--- src/rtl/reorder_buffer_if.sv ---
// Reorder buffer bus: allocation from rename, completions from the middle end,
// and the retire/free outputs toward the architectural map and free list.
//   master : rename/middle-end side (drives alloc_* and complete_*)
//   slave  : reorder buffer side (drives alloc_ready/idx, commit_*, free_*, status)
interface reorder_buffer_if #(
  parameter int ROB_ADDR_W = 5,
  parameter int PR_ADDR_W  = 5,
  parameter int AR_W       = 4
);
  logic                      alloc_valid;
  logic                      alloc_ready;
  logic [ROB_ADDR_W-1:0]     alloc_idx;
  logic [2*AR_W-1:0]         alloc_arch_dest;
  logic [2*PR_ADDR_W-1:0]    alloc_new_phys;
  logic [2*PR_ADDR_W-1:0]    alloc_old_phys;
  logic [1:0]                alloc_dest_en;
  logic [3*ROB_ADDR_W-1:0]   complete_rob_entries;
  logic                      complete_arith_valid;
  logic                      complete_mem_valid;
  logic                      complete_term_valid;
  logic                      commit_valid;
  logic [ROB_ADDR_W-1:0]     commit_idx;
  logic [2*AR_W-1:0]         commit_arch_dest;
  logic [2*PR_ADDR_W-1:0]    commit_new_phys;
  logic [2*PR_ADDR_W-1:0]    free_phys;
  logic [1:0]                free_en;
  logic                      empty;
  logic                      err_sticky;

  modport master (
    output alloc_valid, alloc_arch_dest, alloc_new_phys, alloc_old_phys, alloc_dest_en,
           complete_rob_entries, complete_arith_valid, complete_mem_valid, complete_term_valid,
    input  alloc_ready, alloc_idx, commit_valid, commit_idx, commit_arch_dest,
           commit_new_phys, free_phys, free_en, empty, err_sticky
  );

  modport slave (
    input  alloc_valid, alloc_arch_dest, alloc_new_phys, alloc_old_phys, alloc_dest_en,
           complete_rob_entries, complete_arith_valid, complete_mem_valid, complete_term_valid,
    output alloc_ready, alloc_idx, commit_valid, commit_idx, commit_arch_dest,
           commit_new_phys, free_phys, free_en, empty, err_sticky
  );
endinterface

--- src/rtl/reorder_buffer.sv ---
// In-order reorder buffer. One allocation per cycle at the tail, up to three
// completions per cycle (arith/mem/term), one retirement per cycle at the head.
// Ports:
//   clk   clock
//   rst   synchronous active-high reset
//   bus   reorder_buffer_if.slave (alloc, completion, commit/free, status)
module reorder_buffer #(
  parameter int ROB_ADDR_W = 5,
  parameter int PR_ADDR_W  = 5,
  parameter int AR_W       = 4
) (
  input  logic               clk,
  input  logic               rst,
  reorder_buffer_if.slave    bus
);
  localparam int DEPTH = 2**ROB_ADDR_W;
  localparam int PTR_W = ROB_ADDR_W + 1;

  // Pointers carry an extra wrap bit to tell full from empty.
  logic [PTR_W-1:0]  head_q, head_d, tail_q, tail_d;
  logic [DEPTH-1:0]  valid_q, valid_d, done_q, done_d;
  logic              err_q, err_d;

  // Payload RAM (not reset).
  logic [2*AR_W-1:0]      arch_q    [DEPTH];
  logic [2*PR_ADDR_W-1:0] new_phys_q[DEPTH];
  logic [2*PR_ADDR_W-1:0] old_phys_q[DEPTH];
  logic [1:0]             dest_en_q [DEPTH];

  logic [ROB_ADDR_W-1:0] head_idx, tail_idx;
  logic                  full, empty, alloc_fire, commit_fire;
  logic [2:0][ROB_ADDR_W-1:0] cmp_idx;
  logic [2:0]                 cmp_v;

  assign head_idx    = head_q[ROB_ADDR_W-1:0];
  assign tail_idx    = tail_q[ROB_ADDR_W-1:0];
  assign empty       = (head_q == tail_q);
  assign full        = (head_idx == tail_idx) && (head_q[ROB_ADDR_W] != tail_q[ROB_ADDR_W]);
  // Refusal while full holds even if the head retires this cycle: ready is
  // purely a function of registered pointers.
  assign alloc_fire  = bus.alloc_valid && !full;
  assign commit_fire = valid_q[head_idx] && done_q[head_idx];

  // Port order in the packed vector: [0]=term, [1]=mem, [2]=arith.
  assign cmp_idx = bus.complete_rob_entries;
  assign cmp_v   = {bus.complete_arith_valid, bus.complete_mem_valid, bus.complete_term_valid};

  always_comb begin
    valid_d = valid_q;
    done_d  = done_q;
    err_d   = err_q;
    head_d  = head_q;
    tail_d  = tail_q;
    // Completions check the registered valid; duplicates simply set done twice.
    for (int p = 0; p < 3; p++) begin
      if (cmp_v[p]) begin
        if (valid_q[cmp_idx[p]]) done_d[cmp_idx[p]] = 1'b1;
        else                     err_d = 1'b1;
      end
    end
    // Retire clears after completion so a late completion to the retiring
    // slot cannot resurrect its done bit.
    if (commit_fire) begin
      valid_d[head_idx] = 1'b0;
      done_d[head_idx]  = 1'b0;
      head_d            = head_q + PTR_W'(1);
    end
    // Tail never aliases a retiring head: that would need full, which blocks alloc.
    if (alloc_fire) begin
      valid_d[tail_idx] = 1'b1;
      done_d[tail_idx]  = 1'b0;
      tail_d            = tail_q + PTR_W'(1);
    end
  end

  always_ff @(posedge clk) begin
    if (rst) begin
      head_q  <= '0;
      tail_q  <= '0;
      valid_q <= '0;
      done_q  <= '0;
      err_q   <= 1'b0;
    end else begin
      head_q  <= head_d;
      tail_q  <= tail_d;
      valid_q <= valid_d;
      done_q  <= done_d;
      err_q   <= err_d;
    end
  end

  always_ff @(posedge clk) begin
    if (alloc_fire) begin
      arch_q[tail_idx]     <= bus.alloc_arch_dest;
      new_phys_q[tail_idx] <= bus.alloc_new_phys;
      old_phys_q[tail_idx] <= bus.alloc_old_phys;
      dest_en_q[tail_idx]  <= bus.alloc_dest_en;
    end
  end

  assign bus.alloc_ready      = !full;
  assign bus.alloc_idx        = tail_idx;
  assign bus.commit_valid     = commit_fire;
  assign bus.commit_idx       = head_idx;
  assign bus.commit_arch_dest = arch_q[head_idx];
  assign bus.commit_new_phys  = new_phys_q[head_idx];
  assign bus.free_phys        = old_phys_q[head_idx];
  assign bus.free_en          = dest_en_q[head_idx] & {2{commit_fire}};
  assign bus.empty            = empty;
  assign bus.err_sticky       = err_q;
endmodule

--- src/flat_wrapper.sv ---
// flat-port wrapper written by rule: the top's interface ports become plain ports
module reorder_buffer_flat 
#(
  parameter int ROB_ADDR_W = 5,
  parameter int PR_ADDR_W  = 5,
  parameter int AR_W       = 4
)
  (clk, rst, bus_alloc_valid, bus_alloc_arch_dest, bus_alloc_new_phys, bus_alloc_old_phys, bus_alloc_dest_en, bus_complete_rob_entries, bus_complete_arith_valid, bus_complete_mem_valid, bus_complete_term_valid, bus_alloc_ready, bus_alloc_idx, bus_commit_valid, bus_commit_idx, bus_commit_arch_dest, bus_commit_new_phys, bus_free_phys, bus_free_en, bus_empty, bus_err_sticky);
  reorder_buffer_if #(.ROB_ADDR_W(ROB_ADDR_W), .PR_ADDR_W(PR_ADDR_W), .AR_W(AR_W)) bus_i ();
  input  logic clk;
  input  logic rst;
  input wire logic [$bits(bus_i.alloc_valid)-1:0] bus_alloc_valid;
  input wire logic [$bits(bus_i.alloc_arch_dest)-1:0] bus_alloc_arch_dest;
  input wire logic [$bits(bus_i.alloc_new_phys)-1:0] bus_alloc_new_phys;
  input wire logic [$bits(bus_i.alloc_old_phys)-1:0] bus_alloc_old_phys;
  input wire logic [$bits(bus_i.alloc_dest_en)-1:0] bus_alloc_dest_en;
  input wire logic [$bits(bus_i.complete_rob_entries)-1:0] bus_complete_rob_entries;
  input wire logic [$bits(bus_i.complete_arith_valid)-1:0] bus_complete_arith_valid;
  input wire logic [$bits(bus_i.complete_mem_valid)-1:0] bus_complete_mem_valid;
  input wire logic [$bits(bus_i.complete_term_valid)-1:0] bus_complete_term_valid;
  output wire logic [$bits(bus_i.alloc_ready)-1:0] bus_alloc_ready;
  output wire logic [$bits(bus_i.alloc_idx)-1:0] bus_alloc_idx;
  output wire logic [$bits(bus_i.commit_valid)-1:0] bus_commit_valid;
  output wire logic [$bits(bus_i.commit_idx)-1:0] bus_commit_idx;
  output wire logic [$bits(bus_i.commit_arch_dest)-1:0] bus_commit_arch_dest;
  output wire logic [$bits(bus_i.commit_new_phys)-1:0] bus_commit_new_phys;
  output wire logic [$bits(bus_i.free_phys)-1:0] bus_free_phys;
  output wire logic [$bits(bus_i.free_en)-1:0] bus_free_en;
  output wire logic [$bits(bus_i.empty)-1:0] bus_empty;
  output wire logic [$bits(bus_i.err_sticky)-1:0] bus_err_sticky;
  assign bus_i.alloc_valid = bus_alloc_valid;
  assign bus_i.alloc_arch_dest = bus_alloc_arch_dest;
  assign bus_i.alloc_new_phys = bus_alloc_new_phys;
  assign bus_i.alloc_old_phys = bus_alloc_old_phys;
  assign bus_i.alloc_dest_en = bus_alloc_dest_en;
  assign bus_i.complete_rob_entries = bus_complete_rob_entries;
  assign bus_i.complete_arith_valid = bus_complete_arith_valid;
  assign bus_i.complete_mem_valid = bus_complete_mem_valid;
  assign bus_i.complete_term_valid = bus_complete_term_valid;
  assign bus_alloc_ready = bus_i.alloc_ready;
  assign bus_alloc_idx = bus_i.alloc_idx;
  assign bus_commit_valid = bus_i.commit_valid;
  assign bus_commit_idx = bus_i.commit_idx;
  assign bus_commit_arch_dest = bus_i.commit_arch_dest;
  assign bus_commit_new_phys = bus_i.commit_new_phys;
  assign bus_free_phys = bus_i.free_phys;
  assign bus_free_en = bus_i.free_en;
  assign bus_empty = bus_i.empty;
  assign bus_err_sticky = bus_i.err_sticky;
  reorder_buffer #(.ROB_ADDR_W(ROB_ADDR_W), .PR_ADDR_W(PR_ADDR_W), .AR_W(AR_W)) u_core (.clk(clk), .rst(rst), .bus(bus_i));
endmodule
--- config.mk ---
export PLATFORM = sky130hd
export DESIGN_NAME = reorder_buffer_flat
export DESIGN_NICKNAME = d
export VERILOG_FILES = /design/src/rtl/reorder_buffer_if.sv /design/src/rtl/reorder_buffer.sv /design/src/flat_wrapper.sv
export SDC_FILE = /design/constraint.sdc
export NUM_CORES = 1
export LEC_CHECK = 0
export BUFFER_PORTS_ARGS = -buffer_cell sky130_fd_sc_hd__buf_2
export CAP_MARGIN = 15
export CELL_PAD_IN_SITES_DETAIL_PLACEMENT = 0
export CELL_PAD_IN_SITES_GLOBAL_PLACEMENT = 1
export CORE_ASPECT_RATIO = 0.9
export CORE_UTILIZATION = 55
export CTS_CLUSTER_DIAMETER = 100
export DETAILED_ROUTE_END_ITERATION = 7
export HOLD_SLACK_MARGIN = 0.1
export PLACE_DENSITY = 0.8
export SYNTH_ARGS = -nofsm -noshare
export SYNTH_HDL_FRONTEND = slang
export SYNTH_SLANG_ARGS = --single-unit
--- constraint.sdc ---
create_clock -name clk -period 3.7 [get_ports clk]
set_input_delay 0 -clock clk [delete_from_list [all_inputs] [get_ports clk]]
set_output_delay 0 -clock clk [all_outputs]
set_load 0.02 [all_outputs]
==> results by stage <==
Timing:
- The largest clock skew in the final design is 0.0241 ns.
- Setup violations remaining at the end of the flow were counted as 0.
- Setup repair after global routing left no endpoint under its margin.
- The period utilization is 91.7%.
- The hold violation count in the final report is 0.
- The sum of negative setup slack is 0 ns.
- The worst-case headroom to the max-slew limit is 22.6%.
- The worst path needs 3.39 ns of the cycle, external delays included.
- The max-slew violation total from the final report is 0.
- Timing would allow up to 295 MHz.
- The actual slew at the worst max-slew pin is 1.16 ns.

Critical path:
- On the worst path, the slowest cell contributes a delay of 0.63 ns.
- The critical path contains buffers and inverters numbering 2 combined.
- The kind of cell with the highest combined delay along the critical path is compound AO/OA/AOI/OAI gates.
- Data on the critical path arrives at its endpoint at 3.39 ns.
- The critical path launch point type is a flop.
- The critical path start-end classification is reg -> out.
- The critical path goes through buf_4 > nor3b_2 > a221oi_1 > a22oi_1 > o22a_4 > nor2b_1 > buf_2.
- The standard cell with the maximum stage delay on the critical path is sky130_fd_sc_hd__nor3b_2.
- The kind of end point of the critical path is a primary output.
- The highest net fanout along the worst path is 52.
- The required time reported for the critical path endpoint is 3.70 ns.

Clocking:
- The clock transition at the registers of the reported paths is 0.06 ns.
- The largest buffer count on any clock path is 3.
- The clock sink count is 1042.
- The total clock buffers created by CTS is 101.
- The post-CTS repair timing setup buffer count is 0.
- The clock tree from TritonCTS is done.
- At the later pin of the worst-skew pair, clock insertion delay measures 0.67 ns.
- The clock tree synthesis step divided the H-tree into 3 levels.
- The clock tree root buffer cell is sky130_fd_sc_hd__clkbuf_16.

Global routing:
- The pin count of the biggest net entering global routing is 66.
- After global routing the overflow that remains totals 0.
- The global router's overall resource usage is 28.3%.
- The first-pass GRT wire length is 157000 um.
- The number of global-route vias before repair was 22800.
- The number of antenna violations at the first check in global routing is 2.

Placement:
- The number of input and output port buffers inserted is 94.
- After legalization and detailed placement, the total HPWL measured 60900 um.
- The routability-driven placement congestion ratio is 0.905.

Min path:
- The path class of the tightest hold or removal check is in -> reg.

Synthesis:
- After synthesis, the share of flip-flops with an asynchronous set or reset is 0%.
- The primary flip-flop cell chosen by synthesis mapping is sky130_fd_sc_hd__edfxtp_1.
- The register area share after synthesis is 72.1%.
- For this run, the number of Yosys warnings is 0.
- The number of nets in the synthesized netlist is 2100.
- The post-synthesis instance area is 0.0423 mm2.
- A synthesized cell averages 20.7 um2.
- In this run, synthesis inferred 960 flip-flops with an integrated enable.
- The number of different library cells used by synthesis comes to 67.
- After synthesis the netlist holds a flip-flop and latch count of 1042.
- The number of cells produced by synthesis is 2041.

Route:
- The routed length per instance is 32.3 um.
- The remaining design rule violation count is 0.
- The count of antenna-violating nets left after detailed routing is 0.
- The initial detailed-routing violation count is 2493.
- For this block, the routed nets add up to 108000 um of wire.
- The via count is 22200.
- Before antenna repair, the detailed router went through 5 iterations.
- Dividing the detail-routed via count by the number of cells gives 6.61.

Die:
- The floorplan step defined a die boundary enclosing 0.0780 mm2.
- After floorplanning, the core was divided into 96 placement rows.
- The die boundary height is 265 um.
- For this configuration, the core starts out at a cell density of 55.5%.
- The die is 294 um wide.
- In this run the count of I/O pins placed on the die edge is 95.
- The floorplan step defined a core boundary enclosing 0.0762 mm2.

Power:
- Dividing total power by cell area gives a power density of 497 mW/mm2.
- The analysis attributes to cell leakage a power of 14.9 nW.
- The worst supply voltage drop on vdd is 0.419 mV.

Run status:
- The flow ran to the end, and the final reports show no timing, DRC or antenna violations.

Final layout:
- The library cells used most frequently in the layout, excluding fill and tap cells, are 960 x sky130_fd_sc_hd__edfxtp_1, 311 x sky130_fd_sc_hd__mux4_2, 102 x sky130_fd_sc_hd__clkbuf_16.
- Leaving out fill and tap cells, the most frequent cell in the layout is sky130_fd_sc_hd__edfxtp_1.
- The core occupancy in the finished layout is 63.4%.
- The area growth from synthesis to final layout is 14.3%.
- 0 antenna diodes ended up in the layout.
- Of the cells placed in the final design, the portion with a size suffix greater than 1 is 32.2%.
- The number of nets in the layout is 2298.

Flow run:
- The max-cap violation count is 0.
per-layer routing:
metal	share of wire [%]	vias to the layer above	wire length [um]	track usage (%)
met5	0.061	-	66	0
met4	3.1	4	3330	8.74
met3	9.0	212	9800	6.71
met2	48	1215	52100	44.6
met1	40	11700	43000	39.6
li1	-	9051	-	-
worst reg2reg max path, delay by kind of cell (launching register included):
kind	cells	cell delay (ns)
compound gates	4	1.16
buf+inv	2	0.82
flops	1	0.35
simple gates	2	0.90
what timing repair did:
action	4_1_cts	5_1_grt
endpoints found under the setup margin	0	3
hold buffers	55	0
hold endpoints to repair	1009	0
resized for setup	0	1
flip-flops by register name, summed over array words and instances (netlist names), named ones only:
register and cells:
u_core.arch_q 256, u_core.bus.err_sticky 1, u_core.dest_en_q 64, u_core.done_q 32, u_core.head_q 6, u_core.new_phys_q 320, u_core.old_phys_q 320, u_core.tail_q 6
u_core.valid_q 32
final timing paths:
check | start | end | slack (ns) | cells after the start
hold / removal | bus_complete_rob_entries[1] | u_core.done_q[9]$_SDFF_PP0_ | 0.19 | 4
setup / recovery | u_core.head_q[4]$_SDFFE_PP0P_ | bus_free_en[0] | 0.31 | 7
hold reg to reg | u_core.valid_q[11]$_SDFF_PP0_ | u_core.valid_q[11]$_SDFF_PP0_ | 0.52 | 2
setup reg to reg | u_core.head_q[4]$_SDFFE_PP0P_ | u_core.done_q[10]$_SDFF_PP0_ | 0.36 | 8
Yosys cell counts, types with 18 or more instances:
cell type	n	area, um2
sky130_fd_sc_hd__clkbuf_1	74	278
sky130_fd_sc_hd__edfxtp_1	960	28800
sky130_fd_sc_hd__and3_1	29	181
sky130_fd_sc_hd__dfxtp_1	82	1640
sky130_fd_sc_hd__nand3_1	43	215
sky130_fd_sc_hd__o2bb2ai_1	21	184
sky130_fd_sc_hd__nor2_1	55	206
sky130_fd_sc_hd__mux4_2	311	7000
sky130_fd_sc_hd__nand2_1	39	146
sky130_fd_sc_hd__mux2_2	44	495
sky130_fd_sc_hd__nor3_1	18	90.1
sky130_fd_sc_hd__mux2i_1	43	430
sky130_fd_sc_hd__a221oi_1	39	342
sky130_fd_sc_hd__a2111oi_2	21	315
sky130_fd_sc_hd__buf_2	34	170
sky130_fd_sc_hd__inv_1	20	75.1
cells by family (layout without fill, tap and decap cells):
kind of cell / after synthesis / in the layout / share of synthesized area [%]
adder cells (fa/ha/maj): 8 / 8 / 0.237
XOR/XNOR: 11 / 11 / 0.228
multiplexers: 399 / 399 / 18.8
AND/OR/NAND/NOR: 244 / 244 / 3.07
AO/OA/AOI/OAI: 181 / 181 / 3.84
buffers and inverters: 156 / 438 / 1.77
flip-flops: 1042 / 1042 / 72.1
cell type report:
class / instances / area (um2)
flip-flops and latches: 1042 / 30500
fillers: 5155 / 27800
multi-input cells: 843 / 11300
clock buffers: 124 / 2640
repair buffers: 229 / 1850
well taps: 1029 / 1290
clock inverters: 63 / 641
inverters: 22 / 82.6
power by group:
group          switching [W]  internal (W)  leakage, nW
Sequential         0.0000356        0.0129         9.31
Combinational       0.000558      0.000297         3.99
Clock                0.00441       0.00579         1.58
stage by stage:
step	cells	power [W]	instance area (um2)	setup WS, ns	hold slack, ns
CTS	3352	0.0241	48300	0.0609	0.153
global placement	3110	0.0140	44500	0.423	0.370
floorplan	2041	0.0136	42300	0.475	0.0989
global route	3352	0.0246	48300	0.156	0.198
finish	3352	0.0240	48300	0.309	0.192
detailed placement	3110	0.0140	44500	0.460	0.385
(Power assumes the default switching activity.)
